$ cat config.mk
export PLATFORM = sky130hd
export DESIGN_NAME = axis_master_packetizer
export DESIGN_NICKNAME = d
export VERILOG_FILES = /design/src/rtl/axis_master_packetizer.sv
export SDC_FILE = /design/constraint.sdc
export NUM_CORES = 1
export LEC_CHECK = 0
export CAP_MARGIN = 30
export CORE_MARGIN = 3
export CORE_UTILIZATION = 35
export DETAILED_ROUTE_END_ITERATION = 10
export SETUP_SLACK_MARGIN = 0.4
export SLEW_MARGIN = 15
export SYNTH_ARGS = -nofsm -noshare
export SYNTH_HDL_FRONTEND = slang
export SYNTH_SLANG_ARGS = --single-unit
$ cat constraint.sdc
create_clock -name aclk -period 6.4 [get_ports aclk]
set_clock_uncertainty 0.15 [all_clocks]
set_input_delay 1.28 -clock aclk [delete_from_list [all_inputs] [get_ports aclk]]
set_output_delay 1.28 -clock aclk [all_outputs]
set_load 0.01 [all_outputs]
$ cat src/rtl/axis_master_packetizer.sv
// AXI-Stream master source: local write port -> first-word fall-through FIFO -> AXIS master.
// Forces tlast every MAX_BEATS beats and reports fill level and completed packets.
module axis_master_packetizer #(
  parameter int N_BYTES   = 4,
  parameter int DEPTH     = 8,
  parameter int MAX_BEATS = 16,
  parameter int ID_W      = 1,
  parameter int DEST_W    = 1,
  parameter int USER_W    = 1
) (
  input  logic                         aclk,
  input  logic                         areset,
  input  logic                         wr_valid,
  output logic                         wr_ready,
  input  logic [8*N_BYTES-1:0]         wr_data,
  input  logic [$clog2(N_BYTES):0]     wr_bytes,
  input  logic                         wr_last,
  input  logic [USER_W-1:0]            wr_user,
  input  logic [ID_W-1:0]              cfg_id,
  input  logic [DEST_W-1:0]            cfg_dest,
  output logic                         tvalid,
  input  logic                         tready,
  output logic [8*N_BYTES-1:0]         tdata,
  output logic [N_BYTES-1:0]           tstrb,
  output logic [N_BYTES-1:0]           tkeep,
  output logic                         tlast,
  output logic [ID_W-1:0]              tid,
  output logic [DEST_W-1:0]            tdest,
  output logic [USER_W-1:0]            tuser,
  output logic [$clog2(DEPTH):0]       fill_level,
  output logic                         pkt_done,
  output logic [15:0]                  pkt_count
);

  localparam int AW = $clog2(DEPTH);
  localparam int FW = AW + 1;
  localparam int CW = $clog2(MAX_BEATS) + 1;

  logic [8*N_BYTES-1:0] r_mem_data [DEPTH];
  logic [N_BYTES-1:0]   r_mem_keep [DEPTH];
  logic                 r_mem_last [DEPTH];
  logic [USER_W-1:0]    r_mem_user [DEPTH];
  logic [ID_W-1:0]      r_mem_id   [DEPTH];
  logic [DEST_W-1:0]    r_mem_dest [DEPTH];

  logic [AW-1:0] r_wr_ptr;
  logic [AW-1:0] r_rd_ptr;
  logic [FW-1:0] r_fill;
  logic [CW-1:0] r_wcnt;
  logic          r_pkt_done;
  logic [15:0]   r_pkt_count;

  logic [N_BYTES-1:0] w_keep;
  logic               w_last_eff;
  logic               w_push;
  logic               w_pop;
  logic               w_empty;
  logic               w_full;

  // Low-justified keep mask; counts above N_BYTES naturally saturate to all ones.
  generate
    for (genvar gi = 0; gi < N_BYTES; gi++) begin : g_keep
      assign w_keep[gi] = (int'(wr_bytes) > gi);
    end
  endgenerate

  assign w_empty    = (r_fill == '0);
  assign w_full     = (r_fill == FW'(DEPTH));
  assign w_push     = wr_valid && !w_full;
  assign w_pop      = !w_empty && tready;
  assign w_last_eff = wr_last || (r_wcnt == CW'(MAX_BEATS - 1));

  assign wr_ready   = !w_full;
  assign tvalid     = !w_empty;
  assign fill_level = r_fill;
  assign pkt_done   = r_pkt_done;
  assign pkt_count  = r_pkt_count;

  // Head fields are masked while empty so stale entries never leak after a reset.
  assign tdata = w_empty ? '0 : r_mem_data[r_rd_ptr];
  assign tkeep = w_empty ? '0 : r_mem_keep[r_rd_ptr];
  assign tstrb = tkeep;
  assign tlast = w_empty ? 1'b0 : r_mem_last[r_rd_ptr];
  assign tid   = w_empty ? '0 : r_mem_id[r_rd_ptr];
  assign tdest = w_empty ? '0 : r_mem_dest[r_rd_ptr];
  assign tuser = w_empty ? '0 : r_mem_user[r_rd_ptr];

  always_ff @(posedge aclk) begin
    if (w_push) begin
      r_mem_data[r_wr_ptr] <= wr_data;
      r_mem_keep[r_wr_ptr] <= w_keep;
      r_mem_last[r_wr_ptr] <= w_last_eff;
      r_mem_user[r_wr_ptr] <= wr_user;
      r_mem_id[r_wr_ptr]   <= cfg_id;
      r_mem_dest[r_wr_ptr] <= cfg_dest;
    end
  end

  always_ff @(posedge aclk or posedge areset) begin
    if (areset) begin
      r_wr_ptr    <= '0;
      r_rd_ptr    <= '0;
      r_fill      <= '0;
      r_wcnt      <= '0;
      r_pkt_done  <= 1'b0;
      r_pkt_count <= '0;
    end else begin
      if (w_push) begin
        r_wr_ptr <= r_wr_ptr + AW'(1);
        r_wcnt   <= w_last_eff ? '0 : r_wcnt + CW'(1);
      end
      if (w_pop) begin
        r_rd_ptr <= r_rd_ptr + AW'(1);
      end
      case ({w_push, w_pop})
        2'b10:   r_fill <= r_fill + FW'(1);
        2'b01:   r_fill <= r_fill - FW'(1);
        default: r_fill <= r_fill;
      endcase
      r_pkt_done <= w_pop && tlast;
      if (w_pop && tlast) begin
        r_pkt_count <= r_pkt_count + 16'd1;
      end
    end
  end

endmodule
Word level (Yosys, flattened, before mapping) --
Memory sizes are Yosys's and may differ from the RTL's. Cells that the tools add are included.
Operators by class: $add $sub $neg 6, order comparisons 4, equal/unequal tests 4, muxes and demuxes 10, reductions and logical operators 8
Operator list (number):
- $mux 32 | 1
- $add 16x1->16 const B | 1
- $pmux 4 s2 | 1
- $add 3x1->3 const B | 2
- $gt 3x1->1 const B | 2
- $gt 3x2->1 const B | 2
- $mux 1 | 6
- $add 5x1->5 const B | 1
- $eq 5x4->1 const B | 1
- $mux 5 | 1
- $add 4x1->4 const B | 1
- $eq 4x4->1 const B | 1
- $logic_not 4->1 | 1
- $mux 4 | 1
- $sub 4x1->4 const B | 1
- $logic_and 1x1->1 | 3
- $eq 2x1->1 const B | 1
- $eq 2x2->1 const B | 1
- $logic_not 1->1 | 2
- $reduce_bool 2->1 | 1
- $logic_or 1x1->1 | 1
Word-level totals: register bits after elaboration 32, bits in writable memories 320, bits of input ports 43, output and inout port bits 67, logic and storage cells 44, memories 6
Memories:
- r_mem_data | words 8, width 32, read ports 1, clocked after Yosys merged registers in 0, wr ports 1, line 39 | logic [8*N_BYTES-1:0] r_mem_data [DEPTH];
- r_mem_keep | words 8, width 4, read ports 1, clocked after Yosys merged registers in 0, wr ports 1, line 40 | logic [N_BYTES-1:0] r_mem_keep [DEPTH];
- r_mem_dest | words 8, width 1, read ports 1, clocked after Yosys merged registers in 0, wr ports 1, line 44 | logic [DEST_W-1:0] r_mem_dest [DEPTH];
- r_mem_id | words 8, width 1, read ports 1, clocked after Yosys merged registers in 0, wr ports 1, line 43 | logic [ID_W-1:0] r_mem_id [DEPTH];
- r_mem_last | words 8, width 1, read ports 1, clocked after Yosys merged registers in 0, wr ports 1, line 41 | logic r_mem_last [DEPTH];
- r_mem_user | words 8, width 1, read ports 1, clocked after Yosys merged registers in 0, wr ports 1, line 42 | logic [USER_W-1:0] r_mem_user [DEPTH];

Longest topological paths before layout --
Gate-level depths: netlist (run 1).
depth in word-level cells 5, depth in mapped cells 13

Least setup slack after synthesis (run 1) --
OpenSTA, ideal clock, no wires.
kind input -> register, from input port wr_valid, to memory r_mem_data[4][0] (netlist bit) (enable), library setup time 552 ps, arrival time 5707 ps, required time 5698 ps, setup slack -9 ps, cell stages on the path 4, cells stage by stage and2_1 buf_6 inv_2 nor4b_1
On the way: word-level cells in the longest chain between the ends 3
Ends and longest elaborated chain:
- from (decl) | line 13 | input logic wr_valid,
- $logic_and 1x1->1 | line 69 | assign w_push = wr_valid && !w_full;
- $mux 1 | line 89 | if (w_push) begin
- $mux 1 (implied by the code) | line 90 | r_mem_data[r_wr_ptr] <= wr_data;
- to (decl) | line 39
Every way passes these cells.

Worst setup path in the final report (run 1) --
from register r_rd_ptr[1], to output port tdata[19]
On the way: word-level cells in the longest chain between the ends 2
Ends and longest elaborated chain:
- from (decl) | line 47 | logic [AW-1:0] r_rd_ptr;
- from (signal assigned) | line 113 | r_rd_ptr <= r_rd_ptr + AW'(1);
- $mem_v2 8x32
- $mux 32 | line 80 | assign tdata = w_empty ? '0 : r_mem_data[r_rd_ptr];
- to (decl) | line 23 | output logic [8*N_BYTES-1:0] tdata,
Every way passes these cells.

==> results of run 1 <==
-- final timing paths --
check,startpoint,end,cells after the start
worst min-delay path,pkt_count[15],pkt_count[15],1
min in group asynchronous,areset,r_wcnt[3],3
worst max register to register,fill_level[0],fill_level[2],12
worst max-delay path,r_rd_ptr[1],tdata[19],5
worst min register to register,pkt_count[15],pkt_count[15],1
max in group asynchronous,areset,r_rd_ptr[0],3
-- critical path, delay by kind of cell, from the launching register on --
kind | cells | cell delay, ns
DFF | 1 | 1.06
buffers and inverters | 2 | 0.97
muxes | 2 | 0.55
and+or+nand+nor | 1 | 0.07
-- metrics by stage --
stage | area, um2 | cells | total power [mW] | worst slack, ns | util, %
final | 16900 | 1365 | 7.81 | 1.75 | 43.4
after global routing | 16900 | 1365 | 8.23 | 1.49 | 43.4
after CTS | 16900 | 1363 | 7.94 | 1.50 | 43.4
after detailed placement | 15700 | 1294 | 5.79 | 2.11 | 40.3
after global placement | 15700 | 1293 | 5.76 | 2.10 | 40.2
after floorplan | 13900 | 687 | 4.68 | 1.14 | -
-- layer usage --
metal | wire, um | share of wire [%]
met5 | 0 | 0
met4 | 555 | 1.9
met3 | 1370 | 4.7
met2 | 13900 | 48
met1 | 13100 | 45
-- where the power goes --
| part | switching, mW | internal (mW) | total [mW] |
|---|---|---|---|
| clock network | 0.868 | 1.24 | 2.11 |
| logic | 1.11 | 1.33 | 2.44 |
| registers | 0.366 | 2.89 | 3.25 |
-- cell type report --
cell class,instances,area [um2],share of cell area [%]
Inverter,6,22.5,0.133
Multi-Input combinational cell,290,3300,19.5
Tap cell,518,648,3.83
Timing Repair Buffer,130,1310,7.75
Clock buffer,47,1010,5.95
Sequential cell,352,10400,61.6
Clock inverter,22,200,1.18
-- registers in the layout, indices dropped and copies added, names as in the netlist, 3 cells and up --
signal      flops
r_mem_user      8
r_mem_dest      8
fill_level      4
r_mem_last      8
r_wr_ptr        3
r_mem_data    256
r_mem_keep     32
pkt_count      16
r_wcnt          5
r_mem_id        8
r_rd_ptr        3
-- synthesized netlist by cell type (2+ instances only) --
| library cell | n | area [um2] |
|---|---|---|
| sky130_fd_sc_hd__edfxtp_1 | 320 | 9610 |
| sky130_fd_sc_hd__mux4_2 | 78 | 1760 |
| sky130_fd_sc_hd__nor2_1 | 48 | 180 |
| sky130_fd_sc_hd__mux2i_1 | 42 | 420 |
| sky130_fd_sc_hd__dfrtp_1 | 32 | 801 |
| sky130_fd_sc_hd__nand2_1 | 29 | 109 |
| sky130_fd_sc_hd__xor2_1 | 14 | 123 |
| sky130_fd_sc_hd__buf_2 | 10 | 50.1 |
| sky130_fd_sc_hd__buf_1 | 9 | 33.8 |
| sky130_fd_sc_hd__clkbuf_1 | 9 | 33.8 |
| sky130_fd_sc_hd__nor3_1 | 9 | 45.0 |
| sky130_fd_sc_hd__xnor2_1 | 9 | 78.8 |
| sky130_fd_sc_hd__buf_4 | 8 | 60.1 |
| sky130_fd_sc_hd__ha_1 | 8 | 100 |
| sky130_fd_sc_hd__nand3_1 | 8 | 40.0 |
| sky130_fd_sc_hd__inv_1 | 5 | 18.8 |
| sky130_fd_sc_hd__nand4_1 | 5 | 31.3 |
| sky130_fd_sc_hd__nor4_2 | 5 | 62.6 |
| sky130_fd_sc_hd__o21ai_0 | 5 | 25.0 |
| sky130_fd_sc_hd__nand3b_1 | 4 | 30.0 |
| sky130_fd_sc_hd__a21oi_1 | 3 | 15.0 |
| sky130_fd_sc_hd__buf_6 | 3 | 33.8 |
| sky130_fd_sc_hd__mux2_2 | 3 | 33.8 |
| sky130_fd_sc_hd__and3_1 | 2 | 12.5 |
| sky130_fd_sc_hd__and4_1 | 2 | 17.5 |
| sky130_fd_sc_hd__nor3b_1 | 2 | 15.0 |
-- cells in the final DEF (no fill, tap or decap), types with 5 or more instances in the layout --
master | netlist | layout
sky130_fd_sc_hd__o21ai_0 | 5 | 5
sky130_fd_sc_hd__nand2_1 | 29 | 29
sky130_fd_sc_hd__xor2_1 | 14 | 14
sky130_fd_sc_hd__clkbuf_16 | 0 | 39
sky130_fd_sc_hd__xnor2_1 | 9 | 9
sky130_fd_sc_hd__nand4_1 | 5 | 5
sky130_fd_sc_hd__inv_1 | 5 | 5
sky130_fd_sc_hd__clkbuf_1 | 9 | 8
sky130_fd_sc_hd__edfxtp_1 | 320 | 320
sky130_fd_sc_hd__dfrtp_1 | 32 | 29
sky130_fd_sc_hd__mux2i_1 | 42 | 42
sky130_fd_sc_hd__nor3_1 | 9 | 6
sky130_fd_sc_hd__nor2_1 | 48 | 47
sky130_fd_sc_hd__ha_1 | 8 | 8
sky130_fd_sc_hd__nand3_1 | 8 | 8
sky130_fd_sc_hd__clkinv_1 | 0 | 11
sky130_fd_sc_hd__buf_4 | 8 | 15
sky130_fd_sc_hd__mux4_2 | 78 | 78
sky130_fd_sc_hd__clkdlybuf4s50_1 | 0 | 109
-- cell families after synthesis --
logic type | Yosys count
and+or+nand+nor | 123
DFF | 352
AOI/OAI and AO/OA | 12
adders and majority gates | 8
xor gates and xnor gates | 24
buffers and inverters | 45
muxes | 123
==> parameters.txt, run 1 <==
Parameter                              Value

Critical path
  Critical path peak fanout    between 60 and 70
  Cell with the largest stage delay on the worst path    sky130_fd_sc_hd__dfrtp_4
  Setup slack of the worst register-to-register path    3.17 ns
  Required time at the worst-slack endpoint    4.97 ns
  Arr. time, crit path    about 3.2 ns
  Category of the worst setup path launch point    flop
  Cell-by-cell trace of the critical path    buf_4, mux4_2, mux2i_1, nor2_1, clkdlybuf4s50_1
  Critical path class    reg -> out
  Peak per-stage delay on the critical path    between 1 and 1.5 ns
  Category of the worst setup path capture point    output port

Route
  Via count of the routed design    about 6,800
  Final routed wirelength across all metal layers    ~29,000 um
  Iteration-0 DRC count of the detailed router    370
  Remaining routing DRC violations    0
  Post-route antenna net violation count    0
  Routed vias/inst    approximately 5
  First drt pass iteration count    4
  Avg WL per Cell    around 21 um

Timing
  Final critical-path share of the clock period    around 73%
  Final TNS setup    0 ns
  Total of endpoints with negative setup slack in the final report    0
  Peak clock frequency supported by timing    approximately 210 MHz
  Tightest Pin Transition    0.977 ns
  Minimum clock period after layout    roughly 4.7 ns
  Number of endpoints with negative hold slack in the final report    0
  Setup repair after global routing missed its margin    no
  Fin Hold WS    around 0.31 ns
  Slew margin rel.    approximately a third
  Max-slew violations    0

Global route
  Grt total ovfl    0
  Met1 routing resource usage after global routing    19.3%
  Number of global-route vias before repair    between 7,000 and 8,000
  Pin count of the biggest net entering global routing    64
  Met2 GRT Util    between 20% and 30%
  Global routing usage on met3    2.89%
  Most Used Layer, Global Route    met2
  Global-route wire length before repair    44,000 um
  Initial antenna violation count    0
  Overall routing resource usage    roughly 14%

Clock tree
  Sinks on the clock net    352
  Maximum number of buffers from clock root to sink    3
  Clock-pin slew of the registers on the worst-case setup and hold paths    around 0.060 ns
  Clock tree from TritonCTS    done
  Root cell of the clock tree    sky130_fd_sc_hd__clkbuf_16
  CTS resizes    0
  Num CTS Buffers    38
  Number of buffers inserted by hold repair at cts    0
  Post CTS Setup Buffer Count    0
  Htree depth    2
  Clock latency on the worst-skew pair    0.53 ns

Run status
  Status    complete, no violations

Yosys
  Sequential share of the synthesized area    between 70 and 80%
  Post-synth EDFFs    320
  Area fraction in compound gates after synthesis    0.550%
  Fraction of the mapped netlist area in simple logic gates    4.49%
  Xor and xnor fraction of the mapped netlist area    approximately 1.6%
  Share of async-settable or async-resettable flops after synthesis    9.09%
  Gate count after technology mapping    between 600 and 700
  Multiplexer share of the synthesized area    around 16%
  Net count after synthesis    ~740
  Synthesized area per cell    approximately 20 um2
  Total of warnings raised by yosys    0
  Top flip-flop cell by instance count after synthesis    sky130_fd_sc_hd__edfxtp_1
  Netlist Area Pre-Place    ~14,000 um2
  Largest family of logic cells by synthesized area    multiplexers
  Fraction of the mapped netlist area in adder cells    less than 1%
  Seq cells post-synth    roughly 350
  Number of distinct library cells after synthesis    41

Cells and area
  NumNets Final    roughly 870
  Number of diodes added for antenna fixing    0
  Area added between synthesis and finish    21.9%
  Number of fill cells    around 3,400
  Layout cells sized above 1    20.7%

Die
  DIE AREA    between 40,000 and 50,000 um2
  Placeable Area    ~40,000 um2
  Ports placed on the boundary    110
  Die Y-Extent    just over 200 um
  Die width    approximately 210 um
  Site row count    72
  Initial core utilization    35.6%

Placed design
  Input/output buffers    ~110
  Detailed placement HPWL    16,000 um
  Final weighted congestion of routability-driven global placement    around 0.74

Power and ir drop
  Power density normalized to cell area    462 nW/um2
  P_leak    5.65 nW
  Largest voltage drop on the vdd net    between 0.2 and 0.25 mV

Run
  Maxcap violations    0

Worst hold path
  Path type of the worst min-delay path    reg -> reg
No activity file was read; power rests on OpenSTA's default activity.
==> inputs of run 2 (changes only) <==
==> constraint.sdc (replaced) <==
create_clock -name aclk -period 4.3 [get_ports aclk]
set_clock_uncertainty 0.15 [all_clocks]
set_input_delay 0.86 -clock aclk [delete_from_list [all_inputs] [get_ports aclk]]
set_output_delay 0.86 -clock aclk [all_outputs]
set_load 0.01 [all_outputs]
==> parameters.txt, run 2 (synthesized netlist as in run 1, its figures left out) <==
Parameter                              Value

Critical path
  Critical path class    reg -> out (unchanged)
  Arr. time, crit path    2.73 ns (was 3.22 ns)
  Required time at the worst-slack endpoint    3.29 ns (was 4.97 ns)
  Setup slack of the worst register-to-register path    1.22 ns (was 3.17 ns)
  Category of the worst setup path launch point    flop (unchanged)
  Critical path peak fanout    37 (was 63)
  Category of the worst setup path capture point    output port (unchanged)

Power and ir drop
  Power density normalized to cell area    683 nW/um2 (was 462 nW/um2)
  P_leak    5.69 nW (was 5.65 nW)
  Largest voltage drop on the vdd net    0.313 mV (was 0.204 mV)

Global route
  Grt total ovfl    0 (unchanged)
  Pin count of the biggest net entering global routing    38 (was 64)
  Global-route wire length before repair    43,700 um (was 44,000 um)
  Initial antenna violation count    3 (was 0)
  Number of global-route vias before repair    7,030 (was 7,114)
  Overall routing resource usage    13.7% (was 14.0%)

Run status
  Status    complete, no violations (unchanged)

Clock tree
  Root cell of the clock tree    sky130_fd_sc_hd__clkbuf_16 (unchanged)
  Clock tree from TritonCTS    done (unchanged)
  Clock-pin slew of the registers on the worst-case setup and hold paths    0.06 ns (about the same)
  Sinks on the clock net    352 (unchanged)
  Maximum number of buffers from clock root to sink    3 (unchanged)
  Htree depth    2 (unchanged)
  Num CTS Buffers    38 (unchanged)
  Clock latency on the worst-skew pair    0.52 ns (was 0.53 ns)

Timing
  Worst path setup slack after routing    0.561 ns (was 1.75 ns)
  Minimum clock period after layout    about 3.7 ns
  Tightest Pin Transition    0.756 ns (was 0.977 ns)
  Final TNS setup    0 ns (unchanged)
  Peak clock frequency supported by timing    between 200 and 300 MHz
  Slew margin rel.    49.5% (was 34.9%)
  Total of endpoints with negative setup slack in the final report    0 (unchanged)
  Final critical-path share of the clock period    about 87%
  Setup repair after global routing missed its margin    no (unchanged)
  Max-slew violations    0 (unchanged)
  Number of endpoints with negative hold slack in the final report    0 (unchanged)

Cells and area
  NumNets Final    881 (was 869)
  Area added between synthesis and finish    22.3% (was 21.9%)
  Most frequent cells in the layout    sky130_fd_sc_hd__edfxtp_1 (320), sky130_fd_sc_hd__clkdlybuf4s50_1 (109), sky130_fd_sc_hd__mux4_2 (78) (unchanged)
  Number of flip-flops in the largest register    256 (unchanged)
  Layout cells sized above 1    21.3% (was 20.7%)
  Number of fill cells    3,371 (unchanged)
  Leading cell type in the layout, fill and taps excluded    sky130_fd_sc_hd__edfxtp_1 (unchanged)
  Register bank with the most flops    r_mem_data (unchanged)

Die
  Site row count    72 (unchanged)
  Ports placed on the boundary    110 (unchanged)
  Initial core utilization    35.6% (unchanged)
  DIE AREA    42,100 um2 (unchanged)
  Die width    205 um (unchanged)
  Placeable Area    38,900 um2 (unchanged)
  Die Y-Extent    205 um (unchanged)

Route
  Final routed wirelength across all metal layers    29,000 um (was 28,900 um)
  Iteration-0 DRC count of the detailed router    349 (was 370)
  Avg WL per Cell    21.1 um (was 21.2 um)
  Via count of the routed design    6,684 (was 6,762)
  Remaining routing DRC violations    0 (unchanged)
  Post-route antenna net violation count    0 (unchanged)
  First drt pass iteration count    4 (unchanged)
  Routed vias/inst    4.87 (was 4.95)

Placed design
  Input/output buffers    109 (unchanged)
  Final weighted congestion of routability-driven global placement    0.705 (was 0.739)
  Detailed placement HPWL    17,100 um (was 16,000 um)
  Place WS    0.825 ns (was 2.11 ns)

Run
  Maxcap violations    0 (unchanged)

Worst hold path
  Path type of the worst min-delay path    reg -> reg (unchanged)
==> run 2: path summary, 6_finish.rpt <==
check / cells past startpoint / endpoint / start
worst min-delay path: 1 / pkt_count[15] / pkt_count[15]
max in group asynchronous: 3 / pkt_count[7] / areset
min in group asynchronous: 2 / fill_level[0] / areset
worst min register to register: 1 / pkt_count[15] / pkt_count[15]
worst max register to register: 10 / fill_level[2] / fill_level[0]
worst max-delay path: 7 / tlast / r_rd_ptr[0]
==> run 2: per-layer routing <==
metal | track usage (%) | wire length (um) | vias up
met5 | 0 | 34 | -
met4 | 3.27 | 496 | 4
met3 | 2.80 | 1540 | 39
met2 | 22.2 | 13900 | 160
met1 | 19.3 | 13000 | 3448
li1 | - | - | 3033
==> run 2: per-stage QoR <==
stage                     hold slack (ns)  cell area, um2  util, %  cells  total power, mW
after global placement              0.308           15800     40.6   1304             8.70
after floorplan                     0.299           13900        -    687             6.97
final                               0.314           17000     43.6   1373             11.6
after detailed placement            0.308           15800     40.6   1304             8.73
after CTS                           0.319           17000     43.6   1372             11.8
after global routing                0.324           17000     43.6   1373             12.2
==> run 2: power by group <==
part	switching (mW)	total [mW]	leakage, nW	internal (mW)
clock	1.26	2.98	0.547	1.72
combinational	1.85	3.90	1.83	2.05
sequential	0.406	4.71	3.31	4.30
==> run 2: what timing repair did <==
action,in CTS,in global routing
resized for setup,1,0
buffers inserted,4,0
hold buffers,0,0
endpoints found under the setup margin,19,0
==> run 2: worst max-delay path, stage by stage (launching register included) <==
cell and delay (ns):
sky130_fd_sc_hd__dfrtp_4 0.47, sky130_fd_sc_hd__buf_16 0.29, sky130_fd_sc_hd__mux2_2 0.38, sky130_fd_sc_hd__a2bb2oi_2 0.16
sky130_fd_sc_hd__nand3_1 0.11, sky130_fd_sc_hd__buf_4 0.21, sky130_fd_sc_hd__nor2_1 0.05, sky130_fd_sc_hd__clkdlybuf4s50_1 0.51
==> run 2: area by class of cell <==
type / count / area (um2) / share of cell area, %
clock buffer: 49 / 1010 / 5.98
antenna: 1 / 2.50 / 0.0148
clock inverter: 15 / 111 / 0.657
timing repair buffer: 142 / 1410 / 8.31
sequential: 352 / 10400 / 61.5
tap: 518 / 648 / 3.82
multi-input combinational: 290 / 3330 / 19.6
inverter: 6 / 22.5 / 0.133
==> inputs of run 3 (changes only) <==
--- a/config.mk
+++ b/config.mk
@@ -9,6 +9,7 @@
 export CORE_MARGIN = 3
 export CORE_UTILIZATION = 35
 export DETAILED_ROUTE_END_ITERATION = 10
+export REMOVE_ABC_BUFFERS = 1
 export SETUP_SLACK_MARGIN = 0.4
 export SLEW_MARGIN = 15
 export SYNTH_ARGS = -nofsm -noshare
==> parameters.txt, run 3 (synthesized netlist as in run 1, its figures left out) <==
Parameter                              Value

Power and ir drop
  Sw frac    30.0% (was 30.3%)
  Internal power consumption    8.09 mW (was 8.07 mW)
  Comb pwr share    33.7% (was 33.6%)
  Largest voltage drop on the vdd net    0.260 mV (was 0.313 mV)
  P_leak    5.64 nW (was 5.69 nW)
  Power density normalized to cell area    684 nW/um2 (was 683 nW/um2)
  Power consumption    11.6 mW (about the same)
  Fraction of power consumed by the clock network    25.8% (was 25.7%)
  Portion of total power attributed to sequential cells    40.6% (about the same)
  Switching component of the power    3.47 mW (was 3.51 mW)

Die
  Ports placed on the boundary    110 (unchanged)
  DIE AREA    42,100 um2 (unchanged)
  Die width    205 um (unchanged)
  Placeable Area    38,900 um2 (unchanged)
  Die Y-Extent    205 um (unchanged)
  Initial core utilization    35.6% (unchanged)
  Site row count    72 (unchanged)

Global route
  Pin count of the biggest net entering global routing    48 (was 38)
  Global routing usage on met3    3.04% (was 2.80%)
  Met2 GRT Util    21.5% (was 22.2%)
  Overall routing resource usage    13.5% (was 13.7%)
  Number of global-route vias before repair    6,781 (was 7,030)
  Met1 routing resource usage after global routing    18.8% (was 19.3%)
  Global-route wire length before repair    42,500 um (was 43,700 um)
  Grt total ovfl    0 (unchanged)
  Initial antenna violation count    3 (unchanged)
  Most Used Layer, Global Route    met2 (unchanged)

Cells and area
  Area added between synthesis and finish    21.9% (was 22.3%)
  Layout cells sized above 1    20.9% (was 21.3%)
  Number of flip-flops in the largest register    256 (unchanged)
  Number of fill cells    3,393 (was 3,371)
  Area occupied by multi-input gates    3280 um2 (was 3330 um2)
  NumNets Final    872 (was 881)
  Register cell area after layout    10,400 um2 (unchanged)
  Most frequent cells in the layout    sky130_fd_sc_hd__edfxtp_1 (320), sky130_fd_sc_hd__clkdlybuf4s50_1 (109), sky130_fd_sc_hd__mux4_2 (78) (unchanged)
  Register bank with the most flops    r_mem_data (unchanged)
  Leading cell type in the layout, fill and taps excluded    sky130_fd_sc_hd__edfxtp_1 (unchanged)
  Number of diodes added for antenna fixing    0 (was 1)

Timing
  Peak clock frequency supported by timing    266 MHz (was 267 MHz)
  Final critical-path share of the clock period    87.3% (was 87.0%)
  Max-slew violations    0 (unchanged)
  Fin Hold WS    0.329 ns (was 0.314 ns)
  Slew margin rel.    47.4% (was 49.5%)
  Minimum clock period after layout    3.76 ns (was 3.74 ns)
  Total of endpoints with negative setup slack in the final report    0 (unchanged)
  Tightest Pin Transition    0.789 ns (was 0.756 ns)
  Number of endpoints with negative hold slack in the final report    0 (unchanged)
  Setup repair after global routing missed its margin    no (unchanged)

Route
  Via count of the routed design    6,674 (was 6,684)
  Routed vias/inst    4.89 (was 4.87)
  Iteration-0 DRC count of the detailed router    464 (was 349)
  Final routed wirelength across all metal layers    28,400 um (was 29,000 um)
  First drt pass iteration count    4 (unchanged)
  Remaining routing DRC violations    0 (unchanged)
  Post-route antenna net violation count    0 (unchanged)
  Avg WL per Cell    20.8 um (was 21.1 um)

Critical path
  Critical path class    reg -> out (unchanged)
  Category of the worst setup path launch point    flop (unchanged)
  Category of the worst setup path capture point    output port (unchanged)
  Critical Path Start    r_rd_ptr[0] (unchanged)
  R2R Path Start    fill_level[1] (was fill_level[0])
  Required time at the worst-slack endpoint    3.29 ns (about the same)
  Arr. time, crit path    2.75 ns (was 2.73 ns)
  Setup slack of the worst register-to-register path    1.26 ns (was 1.22 ns)
  Critical path peak fanout    12 (was 37)

Run
  Maxcap violations    0 (unchanged)

Clock tree
  Htree depth    2 (unchanged)
  Clock-pin slew of the registers on the worst-case setup and hold paths    0.06 ns (about the same)
  Clock tree from TritonCTS    done (unchanged)
  Root cell of the clock tree    sky130_fd_sc_hd__clkbuf_16 (unchanged)
  Maximum number of buffers from clock root to sink    3 (unchanged)
  Num CTS Buffers    36 (was 38)
  Clock latency on the worst-skew pair    0.51 ns (was 0.52 ns)
  Number of buffers inserted by hold repair at cts    0 (unchanged)
  Sinks on the clock net    352 (unchanged)

Worst hold path
  Launch instance of the worst min-delay path    pkt_count[15] (unchanged)
  Path type of the worst min-delay path    reg -> reg (unchanged)

Placed design
  Input/output buffers    109 (unchanged)
  Detailed placement HPWL    15,700 um (was 17,100 um)
  Final weighted congestion of routability-driven global placement    0.694 (was 0.705)

Run status
  Status    complete, no violations (unchanged)
run 3: cell types whose count changed in the layout (fill, tap and decap cells not counted), sizes merged:
| cell | previous run | this run |
|---|---|---|
| buf | 33 | 26 |
| bufinv | 1 | 2 |
| clkbuf | 49 | 47 |
| clkinv | 12 | 14 |
| clkinvlp | 0 | 1 |
| diode | 1 | 0 |
| inv | 8 | 7 |
run 3: repair_timing:
item | in CTS | in global routing
resized for setup | 1 | 0
buffers inserted | 3 | 1
setup endpoints to repair | 21 | 2
run 3: cell type report:
class	instances	share of cell area (%)
flip-flops and latches	352	61.6
well taps	518	3.83
clock buffers	47	5.82
repair buffers	135	8.31
inverters	6	0.133
clock inverters	18	0.866
multi-input cells	290	19.4
run 3: worst paths after layout:
path                                 end  depth (start not counted)
max                                tlast                          7
max in group asynchronous   pkt_count[4]                          3
min reg2reg                pkt_count[15]                          1
max reg2reg                fill_level[2]                         10
min                        pkt_count[15]                          1
min in group asynchronous      r_wcnt[1]                          2
run 3: metal layers:
layer	up-vias	share of wire, %
met5	-	0.15
met4	6	1.9
met3	47	4.9
met2	149	47
met1	3461	46
li1	3011	-
run 3: critical path: stages, from the launching register on:
cell and delay, ns:
sky130_fd_sc_hd__dfrtp_4 0.57, sky130_fd_sc_hd__buf_4 0.25, sky130_fd_sc_hd__mux2_2 0.36, sky130_fd_sc_hd__a2bb2oi_2 0.17, sky130_fd_sc_hd__nand3_1 0.10, sky130_fd_sc_hd__buf_4 0.21, sky130_fd_sc_hd__nor2_1 0.05, sky130_fd_sc_hd__clkdlybuf4s50_1 0.49
run 3: stage by stage:
stage	setup TNS (ns)	instance area [um2]	utilization (%)	instances	setup WS [ns]
3_5_place_dp	0	15700	40.4	1297	0.828
5_1_grt	0	16900	43.5	1366	0.404
2_1_floorplan	-262.84	13700	-	648	-1.84
4_1_cts	0	16900	43.4	1365	0.434
3_3_place_gp	0	15700	40.4	1297	0.837
6_report	0	16900	43.5	1366	0.544
run 3: power groups by stage:
| stage | registers [mW] | logic (mW) | clock network (mW) |
|---|---|---|---|
| finish | 4.69 | 3.89 | 2.98 |
| global route | 4.75 | 4.22 | 3.19 |
| CTS | 4.72 | 3.94 | 3.07 |
| detailed placement | 4.83 | 3.83 | 0 |
| global placement | 4.81 | 3.82 | 0 |
| floorplan | 4.92 | 2.04 | 0 |
